$ cat src/rtl/pg_loader.sv
// Programming-interface receiver: streams pg_instr words into instruction memory
// from address 0 until END_WORD, pg drop or memory full, then gates core execution.
module pg_loader #(
   parameter int          ADDR_W   = 16,
   parameter logic [15:0] END_WORD = 16'hF000
) (
   input  logic              clk,
   input  logic              rstz,
   input  logic              pg,
   input  logic [15:0]       pg_instr,
   output logic              mem_we,
   output logic [ADDR_W-1:0] mem_addr,
   output logic [15:0]       mem_wdata,
   output logic              run_en,
   output logic              load_done,
   output logic              load_abort,
   output logic              overflow,
   output logic [ADDR_W:0]   prog_len
);

   typedef enum logic [1:0] {IDLE, LOAD, DONE, RUN} state_t;

   localparam logic [ADDR_W-1:0] PTR_ONE = 1;
   localparam logic [ADDR_W:0]   LEN_ONE = 1;

   state_t            state, state_nxt;
   logic [ADDR_W-1:0] wr_ptr, wr_ptr_nxt;
   logic              full, full_nxt;
   logic              capture;
   logic              we_nxt, run_nxt, done_nxt, abort_nxt, ovf_nxt;
   logic [ADDR_W-1:0] addr_nxt;
   logic [15:0]       wdata_nxt;
   logic [ADDR_W:0]   len_nxt;

   always_ff @(posedge clk) begin
      if (!rstz) begin
         state      <= IDLE;
         wr_ptr     <= '0;
         full       <= 1'b0;
         mem_we     <= 1'b0;
         mem_addr   <= '0;
         mem_wdata  <= '0;
         run_en     <= 1'b0;
         load_done  <= 1'b0;
         load_abort <= 1'b0;
         overflow   <= 1'b0;
         prog_len   <= '0;
      end else begin
         state      <= state_nxt;
         wr_ptr     <= wr_ptr_nxt;
         full       <= full_nxt;
         mem_we     <= we_nxt;
         mem_addr   <= addr_nxt;
         mem_wdata  <= wdata_nxt;
         run_en     <= run_nxt;
         load_done  <= done_nxt;
         load_abort <= abort_nxt;
         overflow   <= ovf_nxt;
         prog_len   <= len_nxt;
      end
   end

   always_comb begin
      state_nxt  = state;
      wr_ptr_nxt = wr_ptr;
      full_nxt   = full;
      capture    = 1'b0;
      we_nxt     = 1'b0;
      addr_nxt   = mem_addr;
      wdata_nxt  = mem_wdata;
      run_nxt    = run_en;
      done_nxt   = load_done;
      abort_nxt  = load_abort;
      ovf_nxt    = overflow;
      len_nxt    = prog_len;

      case (state)
         IDLE: begin
            if (pg) capture = 1'b1;
            else begin
               state_nxt = RUN;
               run_nxt   = 1'b1;
            end
         end
         LOAD: begin
            if (pg) capture = 1'b1;
            else begin
               state_nxt = DONE;
               abort_nxt = 1'b1;
            end
         end
         RUN: begin
            if (pg) begin
               state_nxt = DONE;
               run_nxt   = 1'b0;
               abort_nxt = 1'b1;
            end
         end
         default: ;
      endcase

      // full means the last location is already written; wr_ptr stays saturated
      if (capture) begin
         if (full) begin
            state_nxt = DONE;
            ovf_nxt   = 1'b1;
         end else begin
            we_nxt    = 1'b1;
            addr_nxt  = wr_ptr;
            wdata_nxt = pg_instr;
            len_nxt   = prog_len + LEN_ONE;
            if (pg_instr == END_WORD) begin
               state_nxt = DONE;
               done_nxt  = 1'b1;
            end else begin
               state_nxt = LOAD;
               if (&wr_ptr) full_nxt = 1'b1;
               else wr_ptr_nxt = wr_ptr + PTR_ONE;
            end
         end
      end
   end

endmodule

$ cat config.mk
export PLATFORM = sky130hd
export DESIGN_NAME = pg_loader
export DESIGN_NICKNAME = d
export VERILOG_FILES = /design/src/rtl/pg_loader.sv
export SDC_FILE = /design/constraint.sdc
export NUM_CORES = 1
export LEC_CHECK = 0
export ABC_AREA = 1
export CORE_MARGIN = 3
export CORE_UTILIZATION = 54
export CTS_CLUSTER_DIAMETER = 50
export CTS_CLUSTER_SIZE = 25
export DETAILED_ROUTE_END_ITERATION = 8
export GPL_ROUTABILITY_DRIVEN = 0
export HOLD_SLACK_MARGIN = 0.05
export PLACE_DENSITY = 0.85
export RECOVER_POWER = 100
export SYNTH_ARGS = -nofsm -noshare
export SYNTH_HDL_FRONTEND = slang
export SYNTH_SLANG_ARGS = --single-unit
$ cat constraint.sdc
create_clock -name clk -period 5 [get_ports clk]
set_clock_uncertainty 0.15 [all_clocks]
set_input_delay 1.5 -clock clk [delete_from_list [all_inputs] [get_ports clk]]
set_output_delay 1.5 -clock clk [all_outputs]
set_load 0.02 [all_outputs]
* After elaboration in Yosys (flattened, before gate mapping)
Cells that the tools add are included.
** Storage, ports and cells
- Register bits after elaboration :: 73
- Bits in latches :: 0
- RAM bits :: 0
- ROM bits :: 0
- Input port bits :: 19
- Output and inout port bits :: 54
- Word-level logic and storage cells :: 57
- Memories :: 0
** Cells by class
- $add $sub $neg :: 2
- Multipliers :: 0
- Divide/modulo/power cells :: 0
- Order comparisons :: 0
- Equal/unequal tests :: 9
- Shift-type cells :: 0
- Multiplexer cells :: 18
- Bitwise logic cells :: 3
- Reductions and logical operators :: 14
** Operators by type and width (number)
- $add A17 B1 Y17 const B :: 1
- $add A16 B1 Y16 const B :: 1
- $eq A16 B16 Y1 const B :: 1
- $reduce_and A16 Y1 :: 1
- $mux W2 :: 6
- $mux W1 :: 9
- $ne A3 B3 Y1 const B :: 3
- $reduce_and A3 Y1 :: 3
- $reduce_and A4 Y1 :: 2
- $ne A2 B2 Y1 const B :: 3
- $pmux W2 S3 :: 1
- $reduce_and A2 Y1 :: 3
- $pmux W1 S2 :: 2
- $reduce_bool A2 Y1 :: 2
- $reduce_bool A4 Y1 :: 1
- $not A1 Y1 :: 3
- $eq A2 B1 Y1 const B :: 1
- $eq A2 B2 Y1 const B :: 1
- $logic_not A2 Y1 :: 1
- $reduce_or A2 Y1 :: 1

* Depth between registers and ports, before layout
- Word-level depth :: 5
- Gate-level depth with buffers :: 10
- Mapped depth without buffers :: 10

* Worst setup path after synthesis
Ideal clock, no wire load.
- Path type :: in2reg
- From :: input pg
- To :: register prog_len[11]
- Library setup time :: 0.116 ns
- Arrival :: 2.293 ns
- Data required time :: 4.734 ns
- Setup slack :: 2.441 ns
- Stages :: 7
- Buffers on the path :: 0
- Cell sequence :: nand2_2 nor2_8 nand3_1 nor2_2 nand2_1 o21ai_0 nor2_1
** On the way
- Longest elaborated chain between the ends :: 3
** Ends and longest elaborated chain
- start: declaration :: line 9 : input logic pg,
- $mux W1 :: line 79, 86
- $mux W1
- $reduce_and A2 Y1 (no line)
- end signal: assignment :: line 59 : prog_len <= len_nxt;
- end: declaration :: line 18 : output logic [ADDR_W:0] prog_len
Every way passes these cells.
A chain may end at the register's enable or synchronous reset.

* Final worst setup path
- From :: input pg
- To :: register wr_ptr[8]
** On the way
- Longest elaborated chain between the ends :: 3
** Ends and longest elaborated chain
- $mux W1 :: line 79, 86
- $mux W1
- $reduce_and A4 Y1 (no line)
- end signal: assignment :: line 50 : wr_ptr <= wr_ptr_nxt;
- end: declaration :: line 27 : logic [ADDR_W-1:0] wr_ptr, wr_ptr_nxt;
Every way passes these cells.

==> impl_metrics.py <==
metrics = {
    "synth": {
        "syn_area_per_cell_um2": 7.00,
        "postSynthCellCount": 471,
        "yosysWarnings": 0,
        "synthTopCellsByArea": "dfxtp_1 44%, nand2_1 11%, nor2_1 10%",
        "synth_flop_cell": "dfxtp_1",
        "ys_seq_elements": 73,
        "async_flop_share_pct": 0,
        "synthesis.area_um2": 3300,
        "synth_top_area_cell": "dfxtp_1",
        "synth_edf_count": 0,
        "synth_most_common_cell": "nand2_1",
        "syn-num-nets": 492,
        "yosysSeqAreaShare_pct": 44.3,
        "synthTopCellsByCount": "100 x nand2_1, 91 x nor2_1, 73 x dfxtp_1",
        "synth_top_area_share_pct": 44.3,
        "synth_cell_types": 28,
    },
    "cells_and_area": {
        "nets": 560,
        "drive_gt1_share_pct": 5.33,
        "final_cells": 616,
        "antennaDiodeCount": 0,
        "areaGrowthSynthToFinish_pct": 26.4,
    },
    "clock_network": {
        "cts_setup_buffers": 0,
        "clock_path_buffers": 2,
        "cts_resized": 0,
        "root_buffer": "clkbuf_8",
        "clk_pin_slew_ns": 0.07,
        "cts_sinks": 73,
        "clk_latency_ns": 0.34,
        "cts_buffers": 9,
        "cts_hold_buf": 0,
        "cts_tree": "done",
        "cts.htree.levels": 3,
    },
    "drt": {
        "vias": 3205,
        "routedWlPerCell_um": 12.7,
        "avgViaCountPerCell": 5.20,
        "antenna_left": 0,
        "drcViolationCount": 0,
        "dr.pass1.iters": 5,
        "drt_iter0_markers": 133,
        "finalWirelength_um": 7840,
    },
    "global_route": {
        "grt_usage_pct": 22.9,
        "antenna_found_initial": 0,
        "grt_pass1_wl_um": 13400,
        "grt_max_degree": 56,
        "grt-ovfl-total": 0,
        "first_global_vias": 3036,
    },
    "sta": {
        "fin_tns_setup_ns": 0,
        "min_period_ns": 3.88,
        "max_slew_margin_pct": 43.4,
        "hold_violations": 0,
        "maxSlewViolCount": 0,
        "worst_pin_slew_ns": 0.845,
        "rsz0062_at_grt": "no",
        "period_share_pct": 77.5,
        "max_freq_mhz": 258,
        "setup_viol": 0,
    },
    "place": {
        "dp.final_hpwl_um": 5510,
        "placed_cells": 600,
        "port_buffers": 72,
    },
    "floorplanning": {
        "ios": 73,
        "rows": 27,
        "dieArea_um2": 7080,
        "die_x_um": 84.2,
        "start_util_pct": 57.8,
        "die_h_um": 84.2,
        "core-area_um2": 5710,
    },
    "power_and_ir_drop": {
        "p_leak_nw": 1.76,
        "ir_drop_uv": 225,
        "power.density_nw_per_um2": 285,
    },
    "hold_path": {
        "hold_path_class": "flip-flop to flip-flop",
    },
    "worst_setup_path": {
        "end_kind": "flip-flop",
        "cp.required_ns": 5.12,
        "criticalPathCategory": "input port to flip-flop",
        "cp_max_fo": 55,
        "startpoint_type": "input port",
        "cp.arrival_ns": 3.99,
    },
    "status": {
        "status": "finished clean",
    },
    "job": {
        "cap_violations": 0,
    },
}
flip-flops by register name, summed over array words and instances (netlist names):
register and cells:
full 1, load_abort 1, load_done 1, mem_addr 16, mem_wdata 16, mem_we 1, overflow 1, prog_len 17
run_en 1, state 2, wr_ptr 16
path summary, 6_finish.rpt:
kind / start / to / slack [ns] / cells after the start
max: pg / wr_ptr[8] / 1.12 / 7
max reg2reg: state[1] / wr_ptr[8] / 2.50 / 7
min: load_abort / load_abort / 0.32 / 1
min reg2reg: load_abort / load_abort / 0.32 / 1
stage by stage:
step           instance area (um2)  power [mW]  setup WS [ns]  utilization [%]  hold WS, ns
6_report                      4170        1.19           1.12             73.0        0.315
5_1_grt                       4170        1.23          0.883             73.0        0.340
4_1_cts                       4210        1.21           1.47             73.7        0.325
3_5_place_dp                  4040       0.796           1.11             70.7        0.309
3_3_place_gp                  4040       0.792           1.23             70.7        0.297
2_1_floorplan                 3300       0.721           2.44                -        0.328
cell families after synthesis:
logic type	Yosys count	synth area share (%)
xor gates and xnor gates	7	1.86
buffers and inverters	66	8.16
adders and majority gates	2	0.759
and+or+nand+nor	228	29.4
DFF	73	44.3
AOI/OAI and AO/OA	95	15.5
worst max-delay path, cell delays in order:
cell and delay (ns):
dlygate4sd3_1 0.58, nand2_1 0.17, nor2_8 0.52, nand2_1 0.21
nor2_1 0.68, nand2_1 0.17, a21oi_2 0.15
layout by cell type, fill, tap and decap left out, types with 10 or more instances in the layout:
master           count
a21oi_1             33
nand3_1             13
dlygate4sd3_1       56
clkbuf_8            11
clkdlybuf4s50_1     16
dfxtp_1             73
nand2_1            101
inv_1               46
nand4_1             10
o21ai_0             50
nor2_1              94
area by class of cell:
| type | instances | area [um2] |
|---|---|---|
| clock inverter | 2 | 12.5 |
| sequential | 73 | 1460 |
| timing repair buffer | 73 | 728 |
| fill | 473 | 1540 |
| inverter | 50 | 188 |
| clock buffer | 14 | 163 |
| tap | 72 | 90.1 |
| multi-input combinational | 332 | 1530 |
metal layers:
metal  part of all wire (%)  track usage (%)  up-vias  wire length (um)
met5                      0                0        -                 0
met4                    1.4             5.99        0               110
met3                    7.0             7.46        9               550
met2                     47             38.0      101              3670
met1                     45             28.7     1456              3510
li1                       -                -     1639                 -
where the power goes:
part / switching, mW / total (mW) / internal, mW
sequential: 0.0137 / 0.620 / 0.606
combinational: 0.0918 / 0.152 / 0.0601
clock: 0.208 / 0.415 / 0.207
(Power assumes the default switching activity.)
